$ cat src/rtl/mc_ctrl_pkg.sv
// Shared types and encodings for the multi-cycle MIPS-subset controller.
package mc_ctrl_pkg;

   localparam int unsigned OP_W   = 6;
   localparam int unsigned FUNC_W = 6;
   localparam int unsigned ALU_W  = 3;

   typedef enum logic [3:0] {
      S_RST, S_FETCH, S_DECODE, S_EXEC, S_MEM, S_WB, S_BRANCH, S_JUMP, S_TRAP
   } state_t;

   localparam logic [OP_W-1:0] OP_RTYPE = 6'b000000;
   localparam logic [OP_W-1:0] OP_ADDI  = 6'b001000;
   localparam logic [OP_W-1:0] OP_SLTI  = 6'b001010;
   localparam logic [OP_W-1:0] OP_LW    = 6'b100011;
   localparam logic [OP_W-1:0] OP_SW    = 6'b101011;
   localparam logic [OP_W-1:0] OP_BEQ   = 6'b000100;
   localparam logic [OP_W-1:0] OP_J     = 6'b000010;
   localparam logic [OP_W-1:0] OP_JAL   = 6'b000011;

   localparam logic [FUNC_W-1:0] F_ADD = 6'b100000;
   localparam logic [FUNC_W-1:0] F_SUB = 6'b100010;
   localparam logic [FUNC_W-1:0] F_AND = 6'b100100;
   localparam logic [FUNC_W-1:0] F_OR  = 6'b100101;
   localparam logic [FUNC_W-1:0] F_SLT = 6'b101010;
   localparam logic [FUNC_W-1:0] F_JR  = 6'b001000;

   localparam logic [ALU_W-1:0] ALU_AND = 3'b000;
   localparam logic [ALU_W-1:0] ALU_OR  = 3'b001;
   localparam logic [ALU_W-1:0] ALU_ADD = 3'b010;
   localparam logic [ALU_W-1:0] ALU_SUB = 3'b110;
   localparam logic [ALU_W-1:0] ALU_SLT = 3'b111;

   typedef struct packed {
      logic             ir_write;
      logic             pc_write;
      logic             reg_dst;
      logic             jal_reg;
      logic             pc_to_reg;
      logic             alu_src;
      logic             mem_to_reg;
      logic             jump_sel;
      logic             pc_jump;
      logic             pc_src;
      logic             reg_write;
      logic             mem_read;
      logic             mem_write;
      logic [ALU_W-1:0] alu_cntrl;
      logic             illegal;
   } ctrl_t;

endpackage

$ cat src/rtl/multicycle_controller_if.sv
// Controller <-> datapath bundle: instruction fields and flags in, control strobes out.
interface multicycle_controller_if import mc_ctrl_pkg::*; ();
   logic [OP_W-1:0]   opcode;
   logic [FUNC_W-1:0] func;
   logic              zero;
   logic              mem_ready;
   logic              ir_write;
   logic              pc_write;
   logic              reg_dst;
   logic              jal_reg;
   logic              pc_to_reg;
   logic              alu_src;
   logic              mem_to_reg;
   logic              jump_sel;
   logic              pc_jump;
   logic              pc_src;
   logic              reg_write;
   logic              mem_read;
   logic              mem_write;
   logic [ALU_W-1:0]  alu_cntrl;
   logic              illegal;

   modport master (
      input  opcode, func, zero, mem_ready,
      output ir_write, pc_write, reg_dst, jal_reg, pc_to_reg, alu_src, mem_to_reg,
             jump_sel, pc_jump, pc_src, reg_write, mem_read, mem_write, alu_cntrl, illegal
   );

   modport slave (
      output opcode, func, zero, mem_ready,
      input  ir_write, pc_write, reg_dst, jal_reg, pc_to_reg, alu_src, mem_to_reg,
             jump_sel, pc_jump, pc_src, reg_write, mem_read, mem_write, alu_cntrl, illegal
   );
endinterface

$ cat src/rtl/alu_op_decode.sv
// Maps latched opcode/func to the ALU operation; flags combinations with no ALU meaning.
module alu_op_decode import mc_ctrl_pkg::*; (
   input  logic [OP_W-1:0]   opcode,
   input  logic [FUNC_W-1:0] func,
   output logic [ALU_W-1:0]  alu_cntrl,
   output logic              illegal
);

   always_comb begin
      alu_cntrl = ALU_AND;
      illegal   = 1'b0;
      case (opcode)
         OP_RTYPE: begin
            case (func)
               F_ADD:   alu_cntrl = ALU_ADD;
               F_SUB:   alu_cntrl = ALU_SUB;
               F_AND:   alu_cntrl = ALU_AND;
               F_OR:    alu_cntrl = ALU_OR;
               F_SLT:   alu_cntrl = ALU_SLT;
               default: illegal   = 1'b1;
            endcase
         end
         OP_ADDI, OP_LW, OP_SW: alu_cntrl = ALU_ADD;
         OP_SLTI:               alu_cntrl = ALU_SLT;
         default:               illegal   = 1'b1;
      endcase
   end

endmodule

$ cat src/rtl/multicycle_controller.sv
// Multi-cycle control FSM for the MIPS-subset datapath.
// Optional performance counters enabled by defining MC_CTRL_PERF_CNT_EN.
module multicycle_controller import mc_ctrl_pkg::*; #(
   parameter int unsigned CNT_W = 32
) (
   input  logic                     clk,
   input  logic                     rst,
   multicycle_controller_if.master  bus
`ifdef MC_CTRL_PERF_CNT_EN
   ,
   output logic [CNT_W-1:0]         cycle_cnt,
   output logic [CNT_W-1:0]         instr_cnt
`endif
);

   if (CNT_W == 0) begin : g_cnt_w_check
      $error("CNT_W must be at least 1");
   end

   state_t            state, state_nxt;
   logic [OP_W-1:0]   lat_op;
   logic [FUNC_W-1:0] lat_func;
   ctrl_t             ctrl;
   logic [ALU_W-1:0]  dec_alu;
   logic              dec_illegal;
   logic              is_r, is_lw, is_sw, is_jal;

   assign is_r   = (lat_op == OP_RTYPE);
   assign is_lw  = (lat_op == OP_LW);
   assign is_sw  = (lat_op == OP_SW);
   assign is_jal = (lat_op == OP_JAL);

   alu_op_decode u_alu_op_decode (
      .opcode    (lat_op),
      .func      (lat_func),
      .alu_cntrl (dec_alu),
      .illegal   (dec_illegal)
   );

   always_ff @(posedge clk) begin
      if (rst) state <= S_RST;
      else     state <= state_nxt;
   end

   // Instruction fields are captured once so later states ignore IR changes.
   always_ff @(posedge clk) begin
      if (rst) begin
         lat_op   <= '0;
         lat_func <= '0;
      end else if (state == S_DECODE) begin
         lat_op   <= bus.opcode;
         lat_func <= bus.func;
      end
   end

   always_comb begin
      state_nxt = state;
      ctrl      = '0;
      case (state)
         S_RST:    state_nxt = S_FETCH;
         S_FETCH: begin
            ctrl.ir_write = 1'b1;
            state_nxt     = S_DECODE;
         end
         S_DECODE: begin
            case (bus.opcode)
               OP_RTYPE:                       state_nxt = (bus.func == F_JR) ? S_JUMP : S_EXEC;
               OP_ADDI, OP_SLTI, OP_LW, OP_SW: state_nxt = S_EXEC;
               OP_BEQ:                         state_nxt = S_BRANCH;
               OP_J, OP_JAL:                   state_nxt = S_JUMP;
               default:                        state_nxt = S_TRAP;
            endcase
         end
         S_EXEC: begin
            ctrl.alu_src   = !is_r;
            ctrl.alu_cntrl = dec_alu;
            if (dec_illegal)          state_nxt = S_TRAP;
            else if (is_lw || is_sw)  state_nxt = S_MEM;
            else                      state_nxt = S_WB;
         end
         S_MEM: begin
            ctrl.alu_src   = 1'b1;
            ctrl.alu_cntrl = ALU_ADD;
            ctrl.mem_read  = is_lw;
            ctrl.mem_write = is_sw;
            if (bus.mem_ready) begin
               ctrl.pc_write = is_sw;
               state_nxt     = is_lw ? S_WB : S_FETCH;
            end
         end
         S_WB: begin
            ctrl.alu_src    = !is_r;
            ctrl.alu_cntrl  = dec_alu;
            ctrl.reg_write  = 1'b1;
            ctrl.pc_write   = 1'b1;
            ctrl.reg_dst    = is_r;
            ctrl.mem_to_reg = is_lw;
            state_nxt       = S_FETCH;
         end
         S_BRANCH: begin
            ctrl.alu_cntrl = ALU_SUB;
            ctrl.pc_write  = 1'b1;
            ctrl.pc_src    = bus.zero;
            state_nxt      = S_FETCH;
         end
         S_JUMP: begin
            ctrl.pc_write  = 1'b1;
            ctrl.pc_jump   = 1'b1;
            ctrl.jump_sel  = !is_r;
            ctrl.reg_write = is_jal;
            ctrl.jal_reg   = is_jal;
            ctrl.pc_to_reg = is_jal;
         end
         S_TRAP:   ctrl.illegal = 1'b1;
         default:  state_nxt = S_RST;
      endcase
      if (state == S_JUMP) state_nxt = S_FETCH;
      // Reset silences every strobe in the same cycle, before the state changes.
      if (rst) ctrl = '0;
   end

   assign bus.ir_write   = ctrl.ir_write;
   assign bus.pc_write   = ctrl.pc_write;
   assign bus.reg_dst    = ctrl.reg_dst;
   assign bus.jal_reg    = ctrl.jal_reg;
   assign bus.pc_to_reg  = ctrl.pc_to_reg;
   assign bus.alu_src    = ctrl.alu_src;
   assign bus.mem_to_reg = ctrl.mem_to_reg;
   assign bus.jump_sel   = ctrl.jump_sel;
   assign bus.pc_jump    = ctrl.pc_jump;
   assign bus.pc_src     = ctrl.pc_src;
   assign bus.reg_write  = ctrl.reg_write;
   assign bus.mem_read   = ctrl.mem_read;
   assign bus.mem_write  = ctrl.mem_write;
   assign bus.alu_cntrl  = ctrl.alu_cntrl;
   assign bus.illegal    = ctrl.illegal;

`ifdef MC_CTRL_PERF_CNT_EN
   always_ff @(posedge clk) begin
      if (rst) begin
         cycle_cnt <= '0;
         instr_cnt <= '0;
      end else begin
         if (state != S_RST && state != S_TRAP) cycle_cnt <= cycle_cnt + CNT_W'(1);
         if (ctrl.pc_write)                     instr_cnt <= instr_cnt + CNT_W'(1);
      end
   end
`endif

endmodule
$ cat src/flat_wrapper.sv
// flat-port wrapper written by rule: the top's interface ports become plain ports
module multicycle_controller_flat import mc_ctrl_pkg::*;
#(
   parameter int unsigned CNT_W = 32
)
  (clk, rst, bus_opcode, bus_func, bus_zero, bus_mem_ready, bus_ir_write, bus_pc_write, bus_reg_dst, bus_jal_reg, bus_pc_to_reg, bus_alu_src, bus_mem_to_reg, bus_jump_sel, bus_pc_jump, bus_pc_src, bus_reg_write, bus_mem_read, bus_mem_write, bus_alu_cntrl, bus_illegal);
  multicycle_controller_if bus_i ();
  input  logic clk;
  input  logic rst;
  input wire logic [$bits(bus_i.opcode)-1:0] bus_opcode;
  input wire logic [$bits(bus_i.func)-1:0] bus_func;
  input wire logic [$bits(bus_i.zero)-1:0] bus_zero;
  input wire logic [$bits(bus_i.mem_ready)-1:0] bus_mem_ready;
  output wire logic [$bits(bus_i.ir_write)-1:0] bus_ir_write;
  output wire logic [$bits(bus_i.pc_write)-1:0] bus_pc_write;
  output wire logic [$bits(bus_i.reg_dst)-1:0] bus_reg_dst;
  output wire logic [$bits(bus_i.jal_reg)-1:0] bus_jal_reg;
  output wire logic [$bits(bus_i.pc_to_reg)-1:0] bus_pc_to_reg;
  output wire logic [$bits(bus_i.alu_src)-1:0] bus_alu_src;
  output wire logic [$bits(bus_i.mem_to_reg)-1:0] bus_mem_to_reg;
  output wire logic [$bits(bus_i.jump_sel)-1:0] bus_jump_sel;
  output wire logic [$bits(bus_i.pc_jump)-1:0] bus_pc_jump;
  output wire logic [$bits(bus_i.pc_src)-1:0] bus_pc_src;
  output wire logic [$bits(bus_i.reg_write)-1:0] bus_reg_write;
  output wire logic [$bits(bus_i.mem_read)-1:0] bus_mem_read;
  output wire logic [$bits(bus_i.mem_write)-1:0] bus_mem_write;
  output wire logic [$bits(bus_i.alu_cntrl)-1:0] bus_alu_cntrl;
  output wire logic [$bits(bus_i.illegal)-1:0] bus_illegal;
  assign bus_i.opcode = bus_opcode;
  assign bus_i.func = bus_func;
  assign bus_i.zero = bus_zero;
  assign bus_i.mem_ready = bus_mem_ready;
  assign bus_ir_write = bus_i.ir_write;
  assign bus_pc_write = bus_i.pc_write;
  assign bus_reg_dst = bus_i.reg_dst;
  assign bus_jal_reg = bus_i.jal_reg;
  assign bus_pc_to_reg = bus_i.pc_to_reg;
  assign bus_alu_src = bus_i.alu_src;
  assign bus_mem_to_reg = bus_i.mem_to_reg;
  assign bus_jump_sel = bus_i.jump_sel;
  assign bus_pc_jump = bus_i.pc_jump;
  assign bus_pc_src = bus_i.pc_src;
  assign bus_reg_write = bus_i.reg_write;
  assign bus_mem_read = bus_i.mem_read;
  assign bus_mem_write = bus_i.mem_write;
  assign bus_alu_cntrl = bus_i.alu_cntrl;
  assign bus_illegal = bus_i.illegal;
  multicycle_controller #(.CNT_W(CNT_W)) u_core (.clk(clk), .rst(rst), .bus(bus_i));
endmodule
$ cat config.mk
export PLATFORM = sky130hd
export DESIGN_NAME = multicycle_controller_flat
export DESIGN_NICKNAME = d
export VERILOG_FILES = /design/src/rtl/mc_ctrl_pkg.sv /design/src/rtl/multicycle_controller_if.sv /design/src/rtl/alu_op_decode.sv /design/src/rtl/multicycle_controller.sv /design/src/flat_wrapper.sv
export SDC_FILE = /design/constraint.sdc
export NUM_CORES = 1
export LEC_CHECK = 0
export ABC_AREA = 1
export BUFFER_PORTS_ARGS = -buffer_cell sky130_fd_sc_hd__buf_2
export CAP_MARGIN = 10
export CORE_UTILIZATION = 55
export DETAILED_ROUTE_END_ITERATION = 7
export PLACE_DENSITY = 0.89
export SLEW_MARGIN = 25
export SYNTH_ARGS = -nofsm -noshare
export SYNTH_HDL_FRONTEND = slang
export SYNTH_SLANG_ARGS = --single-unit
$ cat constraint.sdc
create_clock -name clk -period 2 [get_ports clk]
set_input_delay 0.1 -clock clk [delete_from_list [all_inputs] [get_ports clk]]
set_output_delay 0.1 -clock clk [all_outputs]
set_load 0.005 [all_outputs]
* Yosys cells after proc, flatten, opt, wreduce, memory -nomap -nowiden
Cells that the tools add are included.
Word-level totals: flip-flop bits (word level) 16, output and inout bits 17, logic and storage cells 76
Cells by class: eq/ne operators 29, mux-type cells 26, bitwise gates (word level) 1, reduce and logical (&&, ||, !) cells 16
Operators by type and width (number):
- $eq 6x6->1 const B | 9
- $eq 6x4->1 const B | 5
- $pmux 4 s6 | 1
- $eq 6x2->1 const B | 3
- $pmux 3 s3 | 2
- $mux 17 | 1
- $eq 4x3->1 const B | 4
- $pmux 4 s4 | 1
- $logic_not 6->1 | 2
- $pmux 3 s4 | 1
- $mux 1 | 9
- $reduce_or 3->1 | 3
- $eq 4x2->1 const B | 2
- $mux 4 | 2
- $pmux 1 s2 | 4
- $reduce_or 4->1 | 2
- $eq 6x3->1 const B | 1
- $mux 2 | 3
- $mux 3 | 2
- $reduce_or 2->1 | 3
- $reduce_or 5->1 | 1
- $eq 4x1->1 const B | 1
- $eq 4x4->1 const B | 1
- $logic_not 4->1 | 1
- 7 further kinds | 8

* Longest topological paths before layout
Gate-level depths: netlist (run 1).
word-level depth 7, gate-level depth with buffers 11, gate-level depth less buffers 11

* By module
A second synthesis (run 1) with hierarchy kept.
Second synthesis, totals: cell total of the unflattened synthesis 213, area total of the unflattened synthesis 1201.2 um^2
Modules (own cells, without submodules):
- multicycle_controller | times used 1, cells an instance 173, area an instance 1012.2 um^2, sequential area each 320.3 um^2
- alu_op_decode | times used 1, cells an instance 40, area an instance 188.9 um^2, sequential area each 0.0 um^2

* Least setup slack after synthesis (run 1)
Ideal clock, no wire load.
kind flip-flop to output port, from reg u_core.state[2], to out bus_pc_to_reg, data arrival time 1.200 ns, data required time 1.900 ns, setup slack 0.700 ns, stages on the path, launching flop included 8, path buffers 1, path through dfxtp_1 -> inv_2 -> nor2_8 -> inv_1 -> nor2_1 -> inv_1 -> nor3_1 -> buf_4
On the way: word-level cells in the longest chain between the ends 3
Ends and longest elaborated chain:
- from (decl) | RTL line multicycle_controller.sv:20 | state_t state, state_nxt;
- from (signal assigned) | RTL line multicycle_controller.sv:42 | else state <= state_nxt;
- $eq 4x3->1 | RTL line multicycle_controller.sv:59 | case (state)
- $mux 2 | RTL line multicycle_controller.sv:59
- $mux 17 | RTL line multicycle_controller.sv:119 | if (rst) ctrl = '0;
- to (decl) | RTL line flat_wrapper.sv:18 | output wire logic [$bits(bus_i.pc_to_reg)-1:0] bus_pc_to_reg;
Every way passes these cells.

* Worst setup path after layout (run 1)
from reg u_core.state[3], to out bus_alu_cntrl[1]
On the way: word-level cells in the longest chain between the ends 4, elaborated cells between the ends (all ways) 7, those cells by class eq/ne: 4; mux: 2; reduce/logical: 1
Ends and longest elaborated chain:
- $eq 4x2->1 or $eq 4x3->1 (tied branches) | RTL line multicycle_controller.sv:59
- $reduce_or 2->1 (no line)
- $pmux 3 s3 * | RTL line multicycle_controller.sv:59
- $mux 17 * | RTL line multicycle_controller.sv:119
- to (decl) | RTL line flat_wrapper.sv:27 | output wire logic [$bits(bus_i.alu_cntrl)-1:0] bus_alu_cntrl;
Every way passes the cells marked *; elsewhere a longest branch is shown, timed or not.

==> reports/metrics.yaml, run 1 <==
finish:
  drive_gt1_share_pct: 22.0
  mostFrequentLayoutCells: "41 x nor2_1, 32 x nand2_1, 32 x buf_2, 25 x inv_1, 21 x a21oi_1"
  stdcell_count: 254
  nets: 244
  syn_to_final_growth_pct: 17.6
  fill_cells: 190
  mostFrequentLayoutCell: "nor2_1"
  diodes: 0
cts:
  cts_buffers: 3
  cts_num_sinks: 16
  post-cts-setup-buffers: 0
  cts_root_buf: "clkbuf_4"
  clk_pin_slew_worst_paths_ns: 0.09
  postCtsHoldBufs: 0
  clk_path_buf_depth: 2
  clk_latency_ns: 0.29
  cts_tree: "yes"
  ctsResizeCount: 0
  cts_htree_levels: 1
die:
  die-area_sq_um: 2280
  ios: 33
  die_h_um: 47.8
  coreArea_sq_um: 1960
  rows: 16
  die_w_um: 47.8
  initial_core_util_pct: 58.8
routing:
  drc: 0
  viasPerCell: 5.21
  drtIter0Drc: 38
  num_vias: 1324
  wire_per_inst_um: 10.6
  detail_route.first_pass.iterations: 4
  ant_nets: 0
  drt-total-wl_um: 2700
global_route:
  antenna_found_initial: 0
  gr-usage-met1_pct: 33.1
  grt_usage_pct: 25.8
  use_met3_pct: 4.15
  grt_use_met2_pct: 43.8
  grt_pass1_wl_um: 4230
  grt_max_degree: 18
  grt_busiest_layer: "met2"
  grt_pass1_vias: 1072
  grt.overflow.total: 0
placement:
  gp_congestion: 0.885
  dp_hpwl_um: 2110
  dp_cells: 250
  io_buffers: 32
sta:
  maxSlewHeadroom_pct: 79.3
  fin_setup_tns_ns: 0
  max_freq_mhz: 574
  hold_viol: 0
  rsz0062_at_grt: "false"
  fin_crit_ns: 1.74
  worstMarginPinSlew_ns: 0.309
  finalMaxSlewViolations: 0
  finalCritPeriodShare_pct: 87.0
  finalSetupViolCount: 0
  skew_ns: 0.00296
logic_synthesis:
  yosys.cell_types.count: 27
  syn-num-nets: 212
  synth_area_leaders: "dfxtp_1 28%, nor2_1 13%, nand2_1 10%, a21oi_1 9.1%, inv_1 8.1%"
  syn_inst: 196
  postSynthAreaPerCell_sq_um: 5.89
  yosysSeqAreaShare_pct: 27.8
  synth_top_area_cell: "dfxtp_1"
  ys_warn_count: 0
  syn_area_sq_um: 1150
  netlist.area_leader.share_pct: 27.8
  synth_seq_cells: 16
pwr:
  p_leak_nw: 0.660
  vdd_drop_max_mv: 0.625
  powerDensity_nw_per_um2: 956
worst_setup_path:
  cp_max_fo: 5
  critPathCaptureType: "primary output"
  path_class: "reg2out"
  startpoint_type: "register"
  required_ns: 1.90
  critPathArrivalTime_ns: 1.64
job:
  maxCapViolations: 0
outcome:
  outcome: "complete, no violations"
hold_path:
  hold_path.class: "in2reg"
-- metal layers --
metal	vias to the layer above	part of all wire (%)
met1	575	48
li1	700	-
met4	0	1.3
met2	45	45
met5	-	0
met3	4	5.4
-- cell type report --
cell class                      count  area, sq um  share of cell area (%)
Timing Repair Buffer               32          160                    11.8
Clock buffer                        4         36.3                    2.68
Sequential cell                    16          320                    23.6
Tap cell                           27         33.8                    2.49
Inverter                           27          101                    7.47
Multi-Input combinational cell    148          704                    51.9
-- sequential cells by signal, indices dropped and copies added (netlist names) --
register,flops
u_core.lat_op,6
u_core.state,4
u_core.lat_func,6
-- critical path: stages (launching register included) --
cell	delay [ns]
dfxtp_1	0.39
nor2_2	0.22
inv_1	0.08
nor2_2	0.16
a21oi_1	0.06
inv_1	0.11
o21ai_1	0.09
o22ai_1	0.10
buf_2	0.13
-- cell families (layout without fill, tap and decap cells) --
group	after synthesis	in the layout	synth area share [%]
AOI/OAI and AO/OA	39	39	17.7
buffers and inverters	32	63	11.2
DFF	16	16	27.8
and+or+nand+nor	109	109	43.4
-- Yosys cell counts (all sizes together) --
cell	number
a211oi	1
a21oi	21
buf	3
clkbuf	2
dfxtp	16
inv	27
nand2	35
nand3	16
nand3b	1
nand4	4
nor2	47
nor3	3
nor4	1
o211ai	1
o21ai	14
o22ai	1
o31ai	1
or2	2
-- final timing paths --
check,startpoint,to,slack [ns],cells after the start
worst max-delay path,u_core.state[3]$_SDFFE_PP0P_,bus_alu_cntrl[1],0.26,8
worst min-delay path,bus_func[3],u_core.lat_func[3]$_SDFFE_PP0P_,0.06,3
worst max register to register,u_core.state[3]$_SDFFE_PP0P_,u_core.state[2]$_SDFFE_PP0P_,0.57,7
worst min register to register,u_core.lat_func[1]$_SDFFE_PP0P_,u_core.lat_func[1]$_SDFFE_PP0P_,0.49,2
-- stage by stage --
stage | power (mW) | setup slack (ns) | area, sq um | hold slack [ns] | util, %
floorplan | 0.946 | 0.700 | 1150 | 0.235 | -
global placement | 1.06 | 0.627 | 1320 | 0.366 | 67.3
detailed placement | 1.07 | 0.612 | 1320 | 0.370 | 67.3
CTS | 1.29 | 0.280 | 1360 | 0.0618 | 69.1
global route | 1.41 | 0.128 | 1360 | 0.0754 | 69.1
finish | 1.30 | 0.259 | 1360 | 0.0619 | 69.1
-- where the power goes --
part | internal (mW) | leakage [nW] | switching, mW | total [mW]
clock network | 0.111 | 0.0210 | 0.104 | 0.215
logic | 0.189 | 0.509 | 0.398 | 0.587
registers | 0.405 | 0.131 | 0.0899 | 0.495
(Power assumes the default switching activity.)
==> run 2, diff against run 1 <==
--- a/config.mk
+++ b/config.mk
@@ -8,10 +8,12 @@
 export ABC_AREA = 1
 export BUFFER_PORTS_ARGS = -buffer_cell sky130_fd_sc_hd__buf_2
 export CAP_MARGIN = 10
+export CORE_MARGIN = 1
 export CORE_UTILIZATION = 55
 export DETAILED_ROUTE_END_ITERATION = 7
-export PLACE_DENSITY = 0.89
+export PLACE_DENSITY = 0.88
 export SLEW_MARGIN = 25
 export SYNTH_ARGS = -nofsm -noshare
 export SYNTH_HDL_FRONTEND = slang
+export SYNTH_HIERARCHICAL = 1
 export SYNTH_SLANG_ARGS = --single-unit
==> run 2 against run 1 <==
Net effect:
- hold slack worse by 0.011 ns
- via count up 2.7%
- final cell count grew 7.1%
- critical endpoint is now bus_alu_cntrl[2]
- highest routed layer unchanged
==> reports/metrics.yaml, run 2 <==
placement:
  dp_hpwl_um: 2260  # was 2110 um
  io_buffers: 32  # unchanged
  pre_cts_slack_ns: 0.541  # was 0.612 ns
  gp_congestion: 0.929  # was 0.885
finish:
  mostFrequentLayoutCell: "nor2_1"  # unchanged
  nets: 262  # was 244
  finish.utilization_pct: 70.5  # was 69.1%
  diodes: 0  # unchanged
  mostFrequentLayoutCells: "52 x nor2_1, 34 x nand2_1, 32 x buf_2, 30 x inv_1"  # was 41 x nor2_1, 32 x nand2_1, 32 x buf_2, 25 x inv_1, 21 x a21oi_1
  syn_to_final_growth_pct: 17.5  # was 17.6%
  fill_cells: 190  # unchanged
  top_regs: "u_core/lat_func: 6 flops, u_core/lat_op: 6 flops, u_core/state: 4 flops"  # was u_core.lat_func: 6 flops, u_core.lat_op: 6 flops, u_core.state: 4 flops
  drive_gt1_share_pct: 21.6  # was 22.0%
cts:
  clk_latency_ns: 0.28  # was 0.29 ns
  cts_tree: "yes"  # unchanged
  clk_path_buf_depth: 2  # unchanged
  cts_htree_levels: 1  # unchanged
  postCtsHoldBufs: 0  # unchanged
  post-cts-setup-buffers: 0  # unchanged
  cts_root_buf: "clkbuf_4"  # unchanged
  cts_buffers: 3  # unchanged
  clk_pin_slew_worst_paths_ns: 0.09  # about the same
  ctsResizeCount: 0  # unchanged
  cts_num_sinks: 16  # unchanged
worst_setup_path:
  crit_chain: "inv_1 > nor2_2 > inv_1 > nor2_1 > o21ai_0 > a21oi_1 > buf_2"  # was nor2_2 > inv_1 > nor2_2 > a21oi_1 > inv_1 > o21ai_1 > o22ai_1 > buf_2
  r2r-start: "u_core/lat_op[0]$_SDFFE_PP0P_"  # was u_core.state[3]$_SDFFE_PP0P_
  crit_end: "bus_alu_cntrl[2]"  # was bus_alu_cntrl[1]
  cp_top_family: "simple AND/OR/NAND/NOR gates"  # was flip-flops
  crit_slowest_cell: "dfxtp_1"  # unchanged
  path_class: "reg2out"  # unchanged
  reg2reg_depth: 10  # was 7
  critPathArrivalTime_ns: 1.59  # was 1.64 ns
  cp_max_fo: 5  # unchanged
  cp_num_cells: 7  # was 8
  r2r-end: "u_core/state[2]$_SDFFE_PP0P_"  # was u_core.state[2]$_SDFFE_PP0P_
  cp_common_cell: "inv_1"
  critPathCaptureType: "primary output"  # unchanged
  startpoint_type: "register"  # unchanged
  startpoint: "u_core/state[2]$_SDFFE_PP0P_"  # was u_core.state[3]$_SDFFE_PP0P_
  path_buf_inv: 3  # unchanged
  reg2reg_slack_ns: 0.51  # was 0.57 ns
  slowest_delay_ns: 0.35  # was 0.39 ns
  required_ns: 1.90  # about the same
logic_synthesis:
  yosys.cell_types.count: 25  # was 27
  synth_seq_cells: 16  # unchanged
  synth_edf_count: 0  # unchanged
  postSynthAreaPerCell_sq_um: 5.64  # was 5.89 sq um
  synth_top_area_cell: "dfxtp_1"  # unchanged
  yosysMostFrequentCell: "nor2_1"  # unchanged
  ys_async_sr_fraction_pct: 0  # unchanged
  yosysSeqAreaShare_pct: 26.7  # was 27.8%
  ys_warn_count: 6  # was 0
  synth_area_leaders: "dfxtp_1 27%, nor2_1 16%, nand2_1 11%, inv_1 9.4%, nand3_1 6.7%"  # was dfxtp_1 28%, nor2_1 13%, nand2_1 10%, a21oi_1 9.1%, inv_1 8.1%
  synth_ff_type: "dfxtp_1"  # unchanged
  syn-num-nets: 229  # was 212
  syn_area_sq_um: 1200  # was 1150 sq um
  yosys-top-cells-count: "52 x nor2_1, 34 x nand2_1, 30 x inv_1"  # was 41 x nor2_1, 32 x nand2_1, 25 x inv_1
  syn_inst: 213  # was 196
  netlist.area_leader.share_pct: 26.7  # was 27.8%
hold_path:
  hold_depth: 3  # unchanged
  hold_path.class: "in2reg"  # unchanged
sta:
  timing.final.ws_setup_ns: 0.310  # was 0.259 ns
  worstMarginPinSlew_ns: 0.390  # was 0.309 ns
  finalSetupViolCount: 0  # unchanged
  max_freq_mhz: 592  # was 574 MHz
  skew_ns: 0.00286  # was 0.00296 ns
  holdWs_ns: 0.0505  # was 0.0619 ns
  fin_crit_ns: 1.69  # was 1.74 ns
  maxSlewHeadroom_pct: 74.0  # was 79.3%
  finalCritPeriodShare_pct: 84.5  # was 87.0%
  finalMaxSlewViolations: 0  # unchanged
  fin_setup_tns_ns: 0  # unchanged
  hold_viol: 0  # unchanged
  rsz0062_at_grt: "false"  # unchanged
global_route:
  grt_usage_pct: 25.5  # was 25.8%
  grt_pass1_vias: 1132  # was 1072
  grt_pass1_wl_um: 4820  # was 4230 um
  grt_max_degree: 17  # was 18
  antenna_found_initial: 0  # unchanged
  grt.overflow.total: 0  # unchanged
die:
  die_w_um: 48.7  # was 47.8 um
  initial_core_util_pct: 60.0  # was 58.8%
  rows: 16  # unchanged
  die_h_um: 48.7  # was 47.8 um
  die-area_sq_um: 2370  # was 2280 sq um
  coreArea_sq_um: 2000  # was 1960 sq um
  ios: 33  # unchanged
routing:
  wire_per_inst_um: 10.2  # was 10.6 um
  drt-total-wl_um: 2760  # was 2700 um
  drc: 0  # unchanged
  ant_nets: 0  # unchanged
  num_vias: 1360  # was 1324
  detail_route.first_pass.iterations: 4  # unchanged
  viasPerCell: 5.00  # was 5.21
  drtIter0Drc: 48  # was 38
pwr:
  vdd_drop_max_mv: 0.721  # was 0.625 mV
  powerDensity_nw_per_um2: 936  # was 956 nW/um^2
  p_leak_nw: 0.697  # was 0.660 nW
outcome:
  outcome: "complete, no violations"  # unchanged
job:
  maxCapViolations: 0  # unchanged
run 2: kinds of logic (layout without fill, tap and decap cells):
| group | Yosys count | in the layout | share of synthesized area, % |
|---|---|---|---|
| flip-flops | 16 | 16 | 26.7 |
| AND/OR/NAND/NOR | 124 | 124 | 46.0 |
| buffers and inverters | 42 | 74 | 13.9 |
| AO/OA/AOI/OAI | 31 | 31 | 13.4 |
run 2: cell type report:
type | instances | area (sq um) | share of cell area (%)
repair buffers | 33 | 168 | 11.9
inverters | 37 | 139 | 9.84
multi-input cells | 155 | 714 | 50.6
flip-flops and latches | 16 | 320 | 22.7
well taps | 27 | 33.8 | 2.39
clock buffers | 4 | 36.3 | 2.57
run 2: worst min-delay path by stage:
stage               slack [ns]                         endpoint   startpoint
global placement          0.34  u_core/lat_func[5]$_SDFFE_PP0P_  bus_func[5]
floorplan                 0.23  u_core/lat_func[0]$_SDFFE_PP0P_  bus_func[0]
global route              0.05  u_core/lat_func[5]$_SDFFE_PP0P_  bus_func[5]
CTS                       0.05  u_core/lat_func[5]$_SDFFE_PP0P_  bus_func[5]
detailed placement        0.34  u_core/lat_func[5]$_SDFFE_PP0P_  bus_func[5]
finish                    0.05  u_core/lat_func[5]$_SDFFE_PP0P_  bus_func[5]
run 2: stage by stage:
stage / std cells / power (mW) / area [sq um]
2_1_floorplan: 213 / 0.973 / 1200
3_3_place_gp: 268 / 1.10 / 1380
3_5_place_dp: 268 / 1.11 / 1380
4_1_cts: 272 / 1.31 / 1410
5_1_grt: 272 / 1.45 / 1410
6_report: 272 / 1.32 / 1410
run 2: routing by layer:
metal / part of all wire, % / global-route usage [%] / up-vias
met4: 0.62 / 7.84 / 0
met2: 44 / 40.3 / 37
met3: 4.7 / 2.20 / 2
met5: 0 / 0 / -
met1: 50 / 36.5 / 577
li1: - / - / 744
run 2: power by group:
part           internal, mW  switching, mW  total [mW]
clock                 0.111         0.0995       0.210
combinational         0.219          0.379       0.598
sequential            0.405          0.107       0.513
run 2: worst min-delay path, delay by kind of cell:
family                 cells  cell delay [ns]
buffers and inverters      1             0.08
and+or+nand+nor            2             0.12
==> run 3, diff against run 2 <==
--- a/config.mk
+++ b/config.mk
@@ -9,9 +9,9 @@
 export BUFFER_PORTS_ARGS = -buffer_cell sky130_fd_sc_hd__buf_2
 export CAP_MARGIN = 10
 export CORE_MARGIN = 1
-export CORE_UTILIZATION = 55
+export CORE_UTILIZATION = 51
 export DETAILED_ROUTE_END_ITERATION = 7
-export PLACE_DENSITY = 0.88
+export PLACE_DENSITY = 0.83
 export SLEW_MARGIN = 25
 export SYNTH_ARGS = -nofsm -noshare
 export SYNTH_HDL_FRONTEND = slang
==> constraint.sdc (replaced) <==
create_clock -name clk -period 1.6 [get_ports clk]
set_input_delay 0.08 -clock clk [delete_from_list [all_inputs] [get_ports clk]]
set_output_delay 0.08 -clock clk [all_outputs]
set_load 0.005 [all_outputs]
==> run 3 against run 2 <==
Net effect:
- clock power up 24%
- power up 34%
- setup slack worse by 0.27 ns
- count of clock-buffer cells in the layout unchanged
- critical endpoint unchanged
==> reports/metrics.yaml, run 3 (synthesis gave the netlist of run 2 again) <==
outcome:
  outcome: "complete, no violations"  # unchanged
die:
  rows: 17  # was 16
  ios: 33  # unchanged
  die-area_sq_um: 2550  # was 2370 sq um
  coreArea_sq_um: 2210  # was 2000 sq um
  die_h_um: 50.5  # was 48.7 um
  die_w_um: 50.5  # was 48.7 um
  initial_core_util_pct: 54.3  # was 60.0%
routing:
  drc: 0  # unchanged
  ant_nets: 0  # unchanged
  routed.top_layer: "met4"  # unchanged
  detail_route.first_pass.iterations: 5  # was 4
  num_vias: 1431  # was 1360
  routedLengthMet1_um: 1380  # was 1390 um
  wl_met2_um: 1380  # was 1220 um
  drtIter0Drc: 74  # was 48
  wl_met3_um: 149  # was 129 um
  wire_per_inst_um: 10.7  # was 10.2 um
  viasPerCell: 5.20  # was 5.00
  drt-total-wl_um: 2940  # was 2760 um
sta:
  skew_ns: 0.00283  # was 0.00286 ns
  finalMaxSlewViolations: 0  # unchanged
  hold_viol: 0  # unchanged
  fin_setup_tns_ns: 0  # unchanged
  maxSlewHeadroom_pct: 72.8  # was 74.0%
  holdWs_ns: 0.0205  # was 0.0505 ns
  rsz0062_at_grt: "true"  # was false
  finalSetupViolCount: 0  # unchanged
  fin_crit_ns: 1.56
  max_freq_mhz: 641
  finalCritPeriodShare_pct: 97.5
  worstMarginPinSlew_ns: 0.408  # was 0.390 ns
cts:
  clk_pin_slew_worst_paths_ns: 0.09  # about the same
  clk_latency_ns: 0.28  # about the same
  cts_htree_levels: 1  # unchanged
  clk_path_buf_depth: 2  # unchanged
  cts_root_buf: "clkbuf_4"  # unchanged
  cts_tree: "yes"  # unchanged
  cts_buffers: 3  # unchanged
  cts_num_sinks: 16  # unchanged
global_route:
  grt_pass1_vias: 1229  # was 1132
  grt_usage_pct: 25.0  # was 25.5%
  antenna_found_initial: 0  # unchanged
  grt_max_degree: 17  # unchanged
  grt.overflow.total: 0  # unchanged
  grt_pass1_wl_um: 4910  # was 4820 um
placement:
  dp_hpwl_um: 2290  # was 2260 um
  dpl_cell_area_sq_um: 1380  # about the same
  gp_congestion: 0.891  # was 0.929
  io_buffers: 32  # unchanged
worst_setup_path:
  crit_chain: "nor2_2 > nand2_1 > nor2_2 > nand2_1 > o21ai_1 > o21ai_0 > a21oi_1 > buf_2"  # was inv_1 > nor2_2 > inv_1 > nor2_1 > o21ai_0 > a21oi_1 > buf_2
  required_ns: 1.52  # was 1.90 ns
  r2r-start: "u_core/lat_op[4]$_SDFFE_PP0P_"  # was u_core/lat_op[0]$_SDFFE_PP0P_
  slowest_delay_ns: 0.37  # was 0.35 ns
  reg2reg_depth: 11  # was 10
  crit_slowest_cell: "dfxtp_4"  # was dfxtp_1
  r2r-end: "u_core/state[2]$_SDFFE_PP0P_"  # unchanged
  path_class: "reg2out"  # unchanged
  critPathCaptureType: "primary output"  # unchanged
  reg2reg_slack_ns: 0.09  # was 0.51 ns
  cp_max_fo: 5  # unchanged
  critPathArrivalTime_ns: 1.48  # was 1.59 ns
  startpoint_type: "register"  # unchanged
finish:
  final_area_sq_um: 1500  # was 1410 sq um
  mostFrequentLayoutCell: "nor2_1"  # unchanged
  diodes: 0  # unchanged
  nets: 264  # was 262
  top_regs: "u_core/lat_func: 6 flops, u_core/lat_op: 6 flops, u_core/state: 4 flops"  # unchanged
  mostFrequentLayoutCells: "45 x nor2_1, 32 x buf_2, 32 x nand2_1, 27 x inv_1, 16 x nand3_1"  # was 52 x nor2_1, 34 x nand2_1, 32 x buf_2, 30 x inv_1
  syn_to_final_growth_pct: 24.7  # was 17.5%
  drive_gt1_share_pct: 33.2  # was 21.6%
hold_path:
  hold_path.class: "in2reg"  # unchanged
  hp-start: "bus_func[0]"  # was bus_func[5]
  hold_end: "u_core/lat_func[0]$_SDFFE_PP0P_"  # was u_core/lat_func[5]$_SDFFE_PP0P_
  hold_depth: 3  # unchanged
job:
  maxCapViolations: 0  # unchanged
pwr:
  powerDensity_nw_per_um2: 1180  # was 936 nW/um^2
  vdd_drop_max_mv: 0.661  # was 0.721 mV
  p_leak_nw: 0.719  # was 0.697 nW
-- run 3: layout make-up --
| class | instances | area [sq um] |
|---|---|---|
| Tap cell | 28 | 35.0 |
| Inverter | 37 | 139 |
| Fill cell | 211 | 714 |
| Multi-Input combinational cell | 155 | 766 |
| Sequential cell | 16 | 339 |
| Timing Repair Buffer | 35 | 183 |
| Clock buffer | 4 | 36.3 |
-- run 3: stage by stage --
stage | utilization, % | std cells | setup WS, ns | total power, mW
after CTS | 64.9 | 275 | 0.00737 | 1.67
after detailed placement | 62.6 | 270 | 0.120 | 1.40
after global placement | 62.6 | 270 | 0.186 | 1.38
final | 67.7 | 275 | 0.0404 | 1.76
after global routing | 67.7 | 275 | -0.0530 | 1.92
after floorplan | - | 213 | 0.285 | 1.22
-- run 3: repair_timing --
action                                  CTS  global route
resized for setup                         3            29
cloned                                    0             0
hold buffers                              0             0
pin swaps                                 1             3
endpoints found under the setup margin   10            14
setup buffers                             1             0
-- run 3: worst max-delay path by stage --
stage / cells past startpoint / startpoint / endpoint / slack, ns
final: 8 / u_core/lat_op[4]$_SDFFE_PP0P_ / bus_alu_cntrl[2] / 0.04
after global routing: 9 / u_core/lat_func[5]$_SDFFE_PP0P_ / bus_alu_cntrl[1] / -0.05
after CTS: 6 / u_core/state[3]$_SDFFE_PP0P_ / bus_alu_cntrl[1] / 0.007
after detailed placement: 11 / u_core/lat_op[5]$_SDFFE_PP0P_ / u_core/state[2]$_SDFFE_PP0P_ / 0.12
after global placement: 10 / u_core/lat_op[1]$_SDFFE_PP0P_ / u_core/state[2]$_SDFFE_PP0P_ / 0.19
after floorplan: 11 / u_core/lat_op[4]$_SDFFE_PP0P_ / u_core/state[2]$_SDFFE_PP0P_ / 0.29
-- run 3: routing by layer --
metal / global-route usage (%) / up-vias
met4: 8.80 / 0
li1: - / 750
met1: 32.2 / 630
met3: 2.73 / 4
met5: 0 / -
met2: 42.9 / 47
-- run 3: critical path, delay by kind of cell, from the launching register on --
kind	cells	cell delay, ns
buf+inv	1	0.13
simple gates	4	0.39
flops	1	0.37
compound gates	3	0.30
-- run 3: where the power goes --
part,total (mW),leakage (nW),internal (mW),switching (mW)
registers,0.681,0.136,0.532,0.150
logic,0.822,0.562,0.299,0.523
clock network,0.261,0.0210,0.139,0.122
total,1.76,0.719,0.969,0.795
